### src/rtl/clk_rst_pkg.sv
// Shared constants for the reset sequencer: FSM state codes, the four legal
// {c0,c1,c2} phase patterns and their successor function.
package clk_rst_pkg;

    typedef logic [1:0] state_t;

    localparam state_t ST_WAIT = 2'd0;
    localparam state_t ST_HOLD = 2'd1;
    localparam state_t ST_SEQ  = 2'd2;
    localparam state_t ST_RUN  = 2'd3;

    localparam logic [2:0] P0 = 3'b100;
    localparam logic [2:0] P1 = 3'b110;
    localparam logic [2:0] P2 = 3'b011;
    localparam logic [2:0] P3 = 3'b001;

    localparam logic [7:0] FAULT_MAX = 8'd255;

    // Illegal patterns map to 000, which is itself illegal, so nothing can
    // ever be a valid successor of a bad sample.
    function automatic logic [2:0] next_phase(input logic [2:0] pat);
        case (pat)
            P0:      next_phase = P1;
            P1:      next_phase = P2;
            P2:      next_phase = P3;
            P3:      next_phase = P0;
            default: next_phase = 3'b000;
        endcase
    endfunction

endpackage

### src/rtl/clk_rst_seq_phase_checker.sv
// Tracks the previous phase sample, flags legal/illegal transitions and
// counts consecutive locked, legal transitions up to HOLD_CYCLES.
module phase_checker
    import clk_rst_pkg::*;
#(
    parameter int HOLD_CYCLES = 16
) (
    input  logic       inclk0,
    input  logic       resetn,
    input  logic       locked,
    input  logic [2:0] sample,
    output logic       valid_tr,
    output logic       invalid_tr,
    output logic       hold_met,
    output logic       at_p0
);

    localparam logic [7:0] HOLD_MAX = 8'(HOLD_CYCLES);

    logic [2:0] pat_q;
    logic [7:0] good_cnt;

    // NOTE: strobes compare the live sample against the registered pat_q, so
    // they describe the transition being taken on the coming edge.
    assign valid_tr   = (sample == next_phase(pat_q)) && (sample != 3'b000);
    assign invalid_tr = !valid_tr;
    assign hold_met   = (good_cnt == HOLD_MAX);
    assign at_p0      = (sample == P0);

    always_ff @(posedge inclk0 or negedge resetn) begin
        if (!resetn) begin
            pat_q    <= 3'b000;
            good_cnt <= '0;
        end else begin
            pat_q <= sample;
            if (!locked || invalid_tr) begin
                good_cnt <= '0;
            end else if (good_cnt != HOLD_MAX) begin
                good_cnt <= good_cnt + 8'd1;
            end
        end
    end

endmodule

### src/rtl/clk_rst_seq.sv
// Reset sequencer: waits for a stable, locked four-phase pattern, then releases
// mem, per and cpu resets in order on phase 0; any fault restarts from WAIT.
module clk_rst_seq
    import clk_rst_pkg::*;
#(
    parameter int HOLD_CYCLES = 16,
    parameter int STAGE_GAP   = 4
) (
    input  logic       inclk0,
    input  logic       resetn,
    input  logic       locked,
    input  logic       c0,
    input  logic       c1,
    input  logic       c2,
    output logic       mem_rst_n,
    output logic       per_rst_n,
    output logic       cpu_rst_n,
    output logic       ready,
    output logic       phase_err,
    output logic [7:0] fault_cnt
);

    localparam logic [7:0] GAP_MIN = 8'(STAGE_GAP);

    logic       valid_tr;
    logic       invalid_tr;
    logic       hold_met;
    logic       at_p0;
    state_t     state;
    logic [1:0] stage;
    logic [7:0] gap_cnt;
    logic       fault;
    logic       release_ok;

    phase_checker #(.HOLD_CYCLES(HOLD_CYCLES)) u_checker (
        .inclk0     (inclk0),
        .resetn     (resetn),
        .locked     (locked),
        .sample     ({c0, c1, c2}),
        .valid_tr   (valid_tr),
        .invalid_tr (invalid_tr),
        .hold_met   (hold_met),
        .at_p0      (at_p0)
    );

    // SEQ/RUN are only reachable with locked high, so a low locked here is a fall.
    assign fault      = ((state == ST_SEQ) || (state == ST_RUN)) && (!locked || !valid_tr);
    assign release_ok = ((stage == 2'd0) || (gap_cnt >= GAP_MIN)) && at_p0;

    always_ff @(posedge inclk0 or negedge resetn) begin
        if (!resetn) begin
            state     <= ST_WAIT;
            stage     <= 2'd0;
            gap_cnt   <= '0;
            mem_rst_n <= 1'b0;
            per_rst_n <= 1'b0;
            cpu_rst_n <= 1'b0;
            ready     <= 1'b0;
            phase_err <= 1'b0;
            fault_cnt <= '0;
        end else begin
            phase_err <= 1'b0;
            if (fault) begin
                state     <= ST_WAIT;
                stage     <= 2'd0;
                gap_cnt   <= '0;
                mem_rst_n <= 1'b0;
                per_rst_n <= 1'b0;
                cpu_rst_n <= 1'b0;
                ready     <= 1'b0;
                phase_err <= invalid_tr;
                if (fault_cnt != FAULT_MAX) begin
                    fault_cnt <= fault_cnt + 8'd1;
                end
            end else begin
                case (state)
                    ST_WAIT: begin
                        if (locked) state <= ST_HOLD;
                    end
                    ST_HOLD: begin
                        if (!locked) begin
                            state <= ST_WAIT;
                        end else if (hold_met) begin
                            state   <= ST_SEQ;
                            stage   <= 2'd0;
                            gap_cnt <= '0;
                        end
                    end
                    ST_SEQ: begin
                        if (release_ok) begin
                            // The releasing edge itself is cycle 1 of the next gap.
                            gap_cnt <= 8'd1;
                            stage   <= stage + 2'd1;
                            case (stage)
                                2'd0:    mem_rst_n <= 1'b1;
                                2'd1:    per_rst_n <= 1'b1;
                                default: begin
                                    cpu_rst_n <= 1'b1;
                                    ready     <= 1'b1;
                                    state     <= ST_RUN;
                                end
                            endcase
                        end else if (gap_cnt != 8'hFF) begin
                            gap_cnt <= gap_cnt + 8'd1;
                        end
                    end
                    default: ;
                endcase
            end
        end
    end

endmodule
### config.mk
export PLATFORM = sky130hd
export DESIGN_NAME = clk_rst_seq
export DESIGN_NICKNAME = d
export VERILOG_FILES = /design/src/rtl/clk_rst_pkg.sv /design/src/rtl/clk_rst_seq_phase_checker.sv /design/src/rtl/clk_rst_seq.sv
export SDC_FILE = /design/constraint.sdc
export NUM_CORES = 1
export LEC_CHECK = 0
export CORE_MARGIN = 5
export CORE_UTILIZATION = 51
export CTS_CLUSTER_DIAMETER = 60
export DETAILED_ROUTE_END_ITERATION = 8
export GPL_ROUTABILITY_DRIVEN = 0
export GPL_TIMING_DRIVEN = 0
export PLACE_DENSITY = 0.74
export SKIP_LAST_GASP = 1
export SLEW_MARGIN = 20
export SYNTH_ARGS = -nofsm -noshare
export SYNTH_HDL_FRONTEND = slang
export SYNTH_HIERARCHICAL = 1
export SYNTH_SLANG_ARGS = --single-unit
### constraint.sdc
create_clock -name inclk0 -period 2.41 [get_ports inclk0]
set_input_delay 0.482 -clock inclk0 [delete_from_list [all_inputs] [get_ports inclk0]]
set_output_delay 0.482 -clock inclk0 [all_outputs]
set_load 0.1 [all_outputs]
==> results by group <==
Status
  – Outcome: completed

STA
  – FMAX: 426.5 MHz
  – Slew @ Worst Pin: 0.9731 ns
  – Hold Fails Final Rpt: 0
  – Final slew viol count: 0
  – Final cycle utilization of the critical path: 0.9729
  – Total negative slack: 0 ns
  – Minimum clock period: 2.345 ns
  – RSZ-0062 raised after global routing: true
  – Relative slew slack: 0.3492
  – Final setup skew: 0.005811 ns
  – Setup Viol. Count Final: 0
  – Final WS setup: 0.06529 ns

Cells and area
  – Layout cells sized above 1: 0.1696
  – # diodes: 0
  – Fill cell total of the finished layout: 309
  – Final instance area: 2459 um^2
  – Layout Nets: 247
  – Layout area overhead: 23.12%

Global routing
  – Gr usage total: 0.1781
  – Vias in the first global route: 1616
  – Met3 Track Usage GR: 0.04408
  – Global-route met1 utilization: 0.2293
  – Largest net degree at the start of global routing: 25
  – Top Usage Layer GRT: met2
  – Overflow after GRT: 0
  – First-pass GRT wire length: 7458 um
  – GR Layer Usage met2: 0.2936
  – Initial antenna violation count: 0

Power and ir drop
  – PwrDens: 841.6 nW/um^2
  – Worst VDD drop: 0.4858 mV
  – Static leakage: 1.071 nW

Routing
  – Vias/cell: 5.799
  – Wirelength per Cell: 15.32 um
  – DRC Markers: 0
  – Wirelength, routed: 4259 um
  – TritonRoute pass-1 iters: 4
  – DRT iter0 DRCs: 75
  – Routed vias: 1612
  – Antenna-violating nets left: 0

Logic synthesis
  – Area share of the leading cell type in the synthesized netlist: 0.4386
  – Seq cells post-synth: 35
  – Main synth FF type: dfrtp_1
  – Yosys warning total: 6
  – Ys async rst share: 1.000
  – Synth top cells by count: dfrtp_1 (35), nor2_1 (17), nand3_1 (15)
  – Post-synth top area cell: dfrtp_1
  – Largest family of logic cells by synthesized area: simple AND/OR/NAND/NOR gates
  – Synth area leaders: dfrtp_1 (44%), ha_1 (7.5%), xnor2_1 (3.9%), nand3_1 (3.8%), a21oi_1 (3.3%)
  – XOR/XNOR Fraction of Synth Area: 0.05702
  – Syn Area/Cell: 9.985 um^2
  – Post-synthesis sequential area ratio: 0.4386
  – Synth Area in Simple Gates: 0.2187
  – Synth Area in Compound Gates: 0.1397
  – Syn Inst Count: 200
  – Synth Area in Adders: 0.07519
  – Mux contribution to synthesized area: 0.02130
  – Mapped Nets: 218
  – Most frequent cell after synthesis: dfrtp_1
  – Post-synth EDFFs: 0
  – Mapped Area: 1997 um^2
  – Post-synth cell types: 48

Worst hold path
  – Min-Delay Path Class: primary input to async pin

Critical path
  – CP max-delay cell: clkdlybuf4s50_1
  – R2R cell count: 8
  – CP max stage delay: 1.16 ns
  – Cell family with most CP delay: buffers and inverters
  – CP arrival: 1.86 ns
  – CP Cell Sequence: clkdlybuf4s50_1
  – Setup crit start kind: flop
  – Crit end category: primary output
  – Max FO, Critical Path: 5
  – Setup slack, reg-to-reg: 0.08 ns
  – Worst Path Required: 1.93 ns
  – Reg2Reg Launch Point: u_checker/good_cnt[0]$_DFFE_PN0P_
  – Worst setup path class: flop to primary output
  – Reg-to-reg endpoint: gap_cnt[6]$_DFFE_PN0P_
  – WP depth: 1
  – Worst Path Buf+Inv: 1

Clock network
  – Clock Tree Buf Depth: 2
  – Clk sink count: 35
  – CTS tree: built
  – Clock tree root buffer cell: clkbuf_8
  – Clk_lat worst skew: 0.29 ns
  – H-tree depth reported by CTS: 2
  – Worst-path clk slew: 0.07 ns
  – CTS buffer count: 5
  – Number of hold buffers added after cts: 0

Place
  – DP Worst Slack: -0.6476 ns
  – Post-DP Area: 2260 um^2
  – I/O Buffers: 18
  – Final HPWL DP: 3068 um

Die
  – I/O pin cnt: 19
  – Die Span Y: 72.58 um
  – Core area: 3716 um^2
  – Initial Utilization: 0.5374
  – Die Width: 72.58 um
  – Die area: 5267 um^2
  – FP Rows: 22

Run
  – Max_cap viols: 0
placed cells by master, fill, tap and decap left out, drive strengths merged, types with 2 or more instances in the layout:
cell type / netlist / routed
and3b: 2 / 2
nor3b: 4 / 4
clkdlybuf4s50: 0 / 13
or3b: 2 / 2
buf: 5 / 11
or4: 2 / 2
nand4: 5 / 5
nor3: 6 / 6
and3: 2 / 2
dfrtp: 35 / 35
o2bb2ai: 2 / 2
mux2: 2 / 2
dlymetal6s2s: 0 / 4
nand3: 15 / 15
nor4: 2 / 2
ha: 12 / 12
a31oi: 4 / 4
nor4b: 2 / 2
inv: 12 / 12
nor2: 17 / 17
o21ai: 7 / 7
clkbuf: 2 / 8
a21oi: 14 / 14
mux2i: 2 / 2
o22a: 2 / 2
xnor2: 9 / 9
xor2: 4 / 4
or3: 5 / 5
nand2: 9 / 9
o41ai: 2 / 2
a22o: 2 / 2
worst max-delay path by stage:
stage | startpoint | to | slack (ns)
finish | fault_cnt[4]$_DFFE_PN0P_ | fault_cnt[4] | 0.07
global route | u_checker/good_cnt[1]$_DFFE_PN0P_ | state[1]$_DFFE_PN0P_ | -0.004
CTS | c0 | fault_cnt[5]$_DFFE_PN0P_ | 0.004
detailed placement | c0 | stage[0]$_DFFE_PN0P_ | -0.65
global placement | c0 | stage[1]$_DFFE_PN0P_ | -0.51
floorplan | u_checker/good_cnt[0]$_DFFE_PN0P_ | state[1]$_DFFE_PN0P_ | 0.08
metal layers:
| metal | share of wire | routed length, um |
|---|---|---|
| met5 | 0 | 0 |
| met4 | 0.019 | 79 |
| met3 | 0.054 | 231 |
| met2 | 0.47 | 2018 |
| met1 | 0.45 | 1929 |
where the power goes:
group          total, mW  switching [mW]  internal [mW]
registers          0.744          0.0856          0.659
logic              0.925           0.611          0.314
clock network      0.400           0.197          0.202
total               2.07           0.894           1.18
logic make-up after synthesis:
group,after synthesis
AND/OR/NAND/NOR,78
flip-flops,35
multiplexers,4
adder cells (fa/ha/maj),12
buffers and inverters,19
XOR/XNOR,13
AO/OA/AOI/OAI,39
stage by stage:
step / instances / hold WS (ns) / utilization / power (mW)
4_1_cts: 276 / 0.09017 / 0.6438 / 2.041
3_5_place_dp: 267 / 0.3980 / 0.6081 / 1.616
5_1_grt: 278 / 0.1050 / 0.6616 / 2.190
6_report: 278 / 0.08580 / 0.6616 / 2.069
3_3_place_gp: 266 / 0.4855 / 0.6020 / 1.565
2_1_floorplan: 200 / 0.1864 / - / 1.391
cell type report:
type                       count  area [um^2]  share of cell area
buffer                         7        57.56             0.02341
clock buffer                   7        76.32             0.03104
clock inverter                 1        5.005            0.002036
inverter                      12        45.04             0.01832
multi-input combinational    146         1104              0.4489
sequential                    35        875.8              0.3562
tap                           48        60.06             0.02443
timing repair buffer          22        235.2             0.09567
flip-flops by register name, indices dropped and copies added (netlist names):
register / cells
u_checker/good_cnt: 8
phase_err: 1
state: 2
ready: 1
gap_cnt: 8
fault_cnt: 8
per_rst_n: 1
stage: 2
mem_rst_n: 1
u_checker/pat_q: 3
repair_timing:
action | in CTS | in global routing
pin swaps | 0 | 1
setup buffers | 1 | 2
endpoints found under the setup margin | 13 | 12
gates resized for setup | 11 | 15
Power figures use the tool's default switching activity.
